### src/rtl/fetch_pkg.sv
// Shared types for the instruction fetch unit: FSM states, queue entry layout
// and the word-alignment helper.
package fetch_pkg;

  localparam int FETCH_INSTR_W = 32;

  typedef enum logic [1:0] {
    IDLE    = 2'd0,
    REQ     = 2'd1,
    WAIT    = 2'd2,
    DISCARD = 2'd3
  } fetch_state_t;

  typedef struct packed {
    logic [31:0]              pc;
    logic [FETCH_INSTR_W-1:0] instr;
  } fetch_entry_t;

  function automatic logic [31:0] word_align(input logic [31:0] a);
    return a & 32'hFFFF_FFFC;
  endfunction

endpackage

### src/rtl/fetch_queue.sv
// Circular instruction queue holding {pc, instr}. A flush empties it and
// overrides any push/pop in the same cycle.
module fetch_queue
  import fetch_pkg::*;
#(
  parameter int DEPTH = 2
) (
  input  logic                   clk,
  input  logic                   rst_n,
  input  logic                   push_i,
  input  fetch_entry_t           push_data_i,
  input  logic                   pop_i,
  input  logic                   flush_i,
  output logic                   full_o,
  output logic                   empty_o,
  output logic [$clog2(DEPTH):0] count_o,
  output fetch_entry_t           head_o
);

  localparam int AW = $clog2(DEPTH);
  localparam int CW = AW + 1;

  fetch_entry_t  mem_q [DEPTH];
  logic [AW-1:0] rd_ptr_q, wr_ptr_q;
  logic [CW-1:0] count_q;
  logic          do_push, do_pop;

  assign full_o  = (count_q == CW'(DEPTH));
  assign empty_o = (count_q == '0);
  assign count_o = count_q;
  assign head_o  = mem_q[rd_ptr_q];

  // A push into a full queue is legal only when the head leaves the same cycle.
  assign do_pop  = pop_i && !empty_o && !flush_i;
  assign do_push = push_i && (!full_o || do_pop) && !flush_i;

  always_ff @(posedge clk or negedge rst_n) begin
    if (!rst_n) begin
      rd_ptr_q <= '0;
      wr_ptr_q <= '0;
      count_q  <= '0;
    end else if (flush_i) begin
      rd_ptr_q <= '0;
      wr_ptr_q <= '0;
      count_q  <= '0;
    end else begin
      if (do_push) wr_ptr_q <= wr_ptr_q + AW'(1);
      if (do_pop)  rd_ptr_q <= rd_ptr_q + AW'(1);
      count_q <= count_q + CW'(do_push) - CW'(do_pop);
    end
  end

  always_ff @(posedge clk) begin
    if (do_push) mem_q[wr_ptr_q] <= push_data_i;
  end

endmodule

### src/rtl/fetch_unit.sv
// Instruction fetch unit: one outstanding read, queue to decode, redirects
// with in-flight discard. FETCH_PERF_CNT_EN adds the perf_fetch_cnt port.
module fetch_unit
  import fetch_pkg::*;
#(
  parameter logic [31:0] RESET_PC = 32'h0000_2000,
  parameter int          QDEPTH   = 2
) (
  input  logic        clk,
  input  logic        rst_n,
  output logic        mem_en,
  output logic        mem_wr,
  output logic [31:0] mem_addr,
  output logic [31:0] mem_data_in,
  input  logic [31:0] mem_data_out,
  input  logic        mem_stall,
  input  logic        mem_done,
  input  logic        redirect_valid,
  input  logic [31:0] redirect_pc,
  output logic        if_valid,
  input  logic        if_ready,
  output logic [31:0] if_instr,
  output logic [31:0] if_pc
`ifdef FETCH_PERF_CNT_EN
  ,
  output logic [31:0] perf_fetch_cnt
`endif
);

  localparam int CW = $clog2(QDEPTH) + 1;

  fetch_state_t  state_q;
  logic [31:0]   pc_q;
  logic          mem_en_q;
  logic [CW-1:0] q_count, count_d;
  logic          q_full, q_empty;
  fetch_entry_t  q_head, push_entry;
  logic          accept, push, pop, room_next;

  assign accept     = mem_en_q && !mem_stall;
  assign if_valid   = !q_empty;
  assign pop        = if_valid && if_ready && !redirect_valid;
  assign push       = (state_q == WAIT) && mem_done && !redirect_valid && (!q_full || pop);
  assign push_entry = '{pc: pc_q, instr: mem_data_out};

  // Occupancy after this edge decides whether the next REQ cycle may request.
  assign count_d   = redirect_valid ? '0 : (q_count + CW'(push) - CW'(pop));
  assign room_next = (count_d < CW'(QDEPTH));

  fetch_queue #(.DEPTH(QDEPTH)) u_queue (
    .clk        (clk),
    .rst_n      (rst_n),
    .push_i     (push),
    .push_data_i(push_entry),
    .pop_i      (pop),
    .flush_i    (redirect_valid),
    .full_o     (q_full),
    .empty_o    (q_empty),
    .count_o    (q_count),
    .head_o     (q_head)
  );

  always_ff @(posedge clk or negedge rst_n) begin
    if (!rst_n) begin
      state_q  <= IDLE;
      pc_q     <= RESET_PC;
      mem_en_q <= 1'b0;
    end else begin
      if (redirect_valid)  pc_q <= word_align(redirect_pc);
      else if (push)       pc_q <= pc_q + 32'd4;
      case (state_q)
        IDLE: begin
          state_q  <= REQ;
          mem_en_q <= room_next;
        end
        REQ: begin
          if (accept) begin
            state_q  <= redirect_valid ? DISCARD : WAIT;
            mem_en_q <= 1'b0;
          end else begin
            mem_en_q <= room_next;
          end
        end
        WAIT: begin
          if (mem_done) begin
            state_q  <= REQ;
            mem_en_q <= room_next;
          end else if (redirect_valid) begin
            state_q  <= DISCARD;
          end
        end
        DISCARD: begin
          // The stale response retires the old request even if a new redirect
          // lands on the same cycle; waiting for another would deadlock.
          if (mem_done) begin
            state_q  <= REQ;
            mem_en_q <= room_next;
          end
        end
        default: begin
          state_q  <= IDLE;
          mem_en_q <= 1'b0;
        end
      endcase
    end
  end

  assign mem_en      = mem_en_q;
  assign mem_wr      = 1'b0;
  assign mem_addr    = pc_q;
  assign mem_data_in = '0;
  assign if_instr    = q_empty ? '0 : q_head.instr;
  assign if_pc       = q_empty ? '0 : q_head.pc;

`ifdef FETCH_PERF_CNT_EN
  logic [31:0] perf_q;

  always_ff @(posedge clk or negedge rst_n) begin
    if (!rst_n)                                       perf_q <= '0;
    else if (if_valid && if_ready && (perf_q != '1))  perf_q <= perf_q + 32'd1;
  end

  assign perf_fetch_cnt = perf_q;
`endif

endmodule

### config.mk
export PLATFORM = sky130hd
export DESIGN_NAME = fetch_unit
export DESIGN_NICKNAME = d
export VERILOG_FILES = /design/src/rtl/fetch_pkg.sv /design/src/rtl/fetch_queue.sv /design/src/rtl/fetch_unit.sv
export SDC_FILE = /design/constraint.sdc
export NUM_CORES = 1
export LEC_CHECK = 0
export CELL_PAD_IN_SITES_DETAIL_PLACEMENT = 0
export CELL_PAD_IN_SITES_GLOBAL_PLACEMENT = 1
export CORE_MARGIN = 8
export CORE_UTILIZATION = 38
export CTS_BUF_LIST = sky130_fd_sc_hd__clkbuf_4 sky130_fd_sc_hd__clkbuf_8 sky130_fd_sc_hd__clkbuf_16
export DETAILED_ROUTE_END_ITERATION = 10
export GPL_ROUTABILITY_DRIVEN = 0
export PLACE_DENSITY = 0.77
export SLEW_MARGIN = 10
export SYNTH_ARGS = -nofsm -noshare
export SYNTH_HDL_FRONTEND = slang
export SYNTH_SLANG_ARGS = --single-unit
### constraint.sdc
create_clock -name clk -period 6.21 [get_ports clk]
set_clock_uncertainty 0.2 [all_clocks]
set_input_delay 1.242 -clock clk [delete_from_list [all_inputs] [get_ports clk]]
set_output_delay 1.242 -clock clk [all_outputs]
set_load 0.03 [all_outputs]
==> flow_summary.yaml <==
status:
  outcome: "finished clean"
sta:
  rsz0062_at_grt: "false"
  slew_headroom_pct: 24.2
  worst_slew_pin_slew_ps: 1140
  fin_crit_sh_pct: 67.3
  max_freq_ghz: 0.239
  min_period_ps: 4180
  tns_ps: 0
  finalMaxSlewViolations: 0
  hold_violations: 0
  setup_violations: 0
floorplanning:
  die_height_um: 153
  start_util_pct: 38.5
  die_width_um: 153
  num_rows: 50
  dieArea_um2: 23500
  core_um2: 18600
  ioPinCount: 201
cells_and_area:
  multiInputGateArea_um2: 2260
  n_antenna_cell: 0
  area_delta_synth_final_pct: 32.4
  drive_above_1_share_pct: 7.85
  seqCellArea_um2: 4650
  stdcell_area_um2: 9510
  nFillCells: 1634
  design.final.nets: 790
place:
  port_buffers: 161
  placed_cell_area_um2: 8890
  dp_hpwl_um: 12300
clock_tree:
  htreeDepth: 4
  path_clk_slew_ps: 60
  cts_tree: "done"
  cts_sinks: 161
  insertion_delay_ps: 410
  root_buffer: "clkbuf_16"
  cts_buffers: 17
  cts-resized-gates: 0
  holdBufCountCts: 0
  cts_buffer_depth: 2
  cts_setup_buffers: 0
worst_hold_path:
  hold_path.class: "reg2reg"
critical_path:
  start_kind: "flip-flop"
  critPathKind: "reg2out"
  cp_max_fo: 37
  critical_path_required_ps: 4770
  critPathSlowestCell: "nor2_4"
  crit_buf_inv: 3
  cp_top_family: "buffers and inverters"
  arrival_ps: 2730
  worstPathCellList: "nor2_4 > buf_4 > inv_1 > clkdlybuf4s50_1"
  cpPeakStageDelay_ps: 690
  end_kind: "output port"
grt:
  overflow: 0
  grt_pass1_wl_um: 28000
  track_usage_pct: 15.1
  grt_pass1_vias: 5040
  grt_max_degree: 64
  antenna_found_initial: 1
synth:
  yosysSeqAreaShare_pct: 64.8
  synthTopCellsByArea: "edfxtp_1, dfrtp_1, mux2i_1"
  yosysWarnings: 0
  synthFlopType: "edfxtp_1"
  synth_common_cells: "edfxtp_1, nor2_1, mux2i_1, buf_4, nand2_1"
  synthesis.area_um2: 7180
  yosysMostFrequentCell: "edfxtp_1"
  synth_area_per_cell_um2: 12.9
  syn_inst: 555
  ys_ff_latch: 161
  yosysTopAreaCell: "edfxtp_1"
  synth_cell_types: 50
  synth.top_cell.area_share_pct: 51.9
  async_flop_share_pct: 23.0
  synth_edf_count: 124
run:
  cap_violations: 0
route:
  first_pass_iters: 4
  drt-initial-drc-count: 280
  drc: 0
  vias: 4905
  drt_wl_total_um: 18000
  ant_nets: 0
  drt-wirelength-per-cell_um: 18.7
  viasPerCell: 5.11
power:
  power.density_nw_per_um2: 310
  power_leakage_nw: 3.33
  max-vdd-ir-drop_mv: 0.186
layout make-up:
type | instances | share of cell area (%)
clock buffer | 21 | 4.86
inverter | 12 | 0.474
multi-input combinational | 357 | 23.7
tap | 234 | 3.08
sequential | 161 | 49.0
timing repair buffer | 164 | 17.3
clock inverter | 11 | 1.63
sequential cells by signal (all words and copies together) (netlist names):
| name | count |
|---|---|
| u_queue.wr_ptr_q | 1 |
| mem_addr | 30 |
| u_queue.rd_ptr_q | 1 |
| mem_en | 1 |
| u_queue.count_o | 2 |
| state_q | 2 |
| u_queue.mem_q | 124 |
cells in the final DEF (no fill, tap or decap), types with 2 or more instances in the layout:
| cell | n |
|---|---|
| a221o_1 | 2 |
| clkbuf_16 | 17 |
| and2_1 | 2 |
| buf_4 | 2 |
| conb_1 | 37 |
| inv_1 | 11 |
| nor3_1 | 2 |
| mux2i_1 | 64 |
| nand3b_1 | 2 |
| nand3_1 | 14 |
| o311ai_0 | 9 |
| nor2_4 | 2 |
| clkinv_4 | 2 |
| o21ai_0 | 22 |
| xor2_1 | 2 |
| inv_6 | 2 |
| a32oi_1 | 4 |
| a31oi_1 | 3 |
| nand2_1 | 37 |
| clkinvlp_4 | 4 |
| o211ai_1 | 6 |
| nand4_1 | 11 |
| nor2_1 | 83 |
| clkdlybuf4s50_1 | 160 |
| a21o_1 | 4 |
| o311ai_1 | 2 |
| and3_1 | 2 |
| ha_1 | 7 |
| xnor2_1 | 4 |
| a41oi_1 | 2 |
| clkbuf_4 | 3 |
| nand3_2 | 2 |
| edfxtp_1 | 124 |
| o31ai_1 | 2 |
| dfrtp_1 | 35 |
| nor4_1 | 2 |
| a31o_2 | 5 |
| a21oi_1 | 7 |
| nor4_4 | 2 |
| bufinv_16 | 3 |
through the flow:
stage / worst slack (ps) / power, W / utilization [%] / std cells / hold WS, ps
3_5_place_dp: 1620 / 0.00189 / 47.7 / 928 / 328
5_1_grt: 1830 / 0.00306 / 51.0 / 960 / 371
2_1_floorplan: 879 / 0.00166 / - / 591 / 264
3_3_place_gp: 1670 / 0.00187 / 47.7 / 928 / 315
4_1_cts: 1910 / 0.00298 / 51.0 / 960 / 342
6_report: 2030 / 0.00294 / 51.0 / 960 / 338
final timing paths:
check | start | to | slack (ps) | cells past startpoint
max | u_queue.count_o[1]$_DFF_PN0_ | if_valid | 2030 | 4
min | mem_addr[31]$_DFFE_PN0N_ | u_queue.mem_q[1][63]$_DFFE_PP_ | 340 | 0
max reg2reg | state_q[0]$_DFFE_PN0P_ | u_queue.mem_q[1][60]$_DFFE_PP_ | 3000 | 6
min reg2reg | mem_addr[31]$_DFFE_PN0N_ | u_queue.mem_q[1][63]$_DFFE_PP_ | 340 | 0
max in group asynchronous | rst_n | u_queue.rd_ptr_q$_DFFE_PN0P_ | 4390 | 1
min in group asynchronous | rst_n | mem_addr[14]$_DFFE_PN0N_ | 750 | 1
where the power goes:
part / internal [W] / total [W] / switching (W)
Clock: 0.000660 / 0.00108 / 0.000422
Sequential: 0.00123 / 0.00131 / 0.0000841
Combinational: 0.000226 / 0.000552 / 0.000326
layer usage:
| layer | part of all wire, % | vias to the layer above | GRT usage, % |
|---|---|---|---|
| li1 | - | 2287 | - |
| met3 | 6.9 | 19 | 4.76 |
| met5 | 0.061 | - | 0 |
| met4 | 1.4 | 2 | 4.81 |
| met2 | 48 | 198 | 25.0 |
| met1 | 44 | 2399 | 18.6 |
cell families (layout without fill, tap and decap cells):
family | Yosys count | in the layout | synth area share (%)
flops | 161 | 161 | 64.8
simple gates | 171 | 171 | 11.4
buf+inv | 73 | 208 | 5.91
other cells | 1 | 37 | 0.0522
mux | 64 | 64 | 8.92
compound gates | 72 | 72 | 7.01
xor+xnor | 6 | 6 | 0.732
fa+ha+maj | 7 | 7 | 1.22
Note: power is estimated with default switching activity, not from simulation.
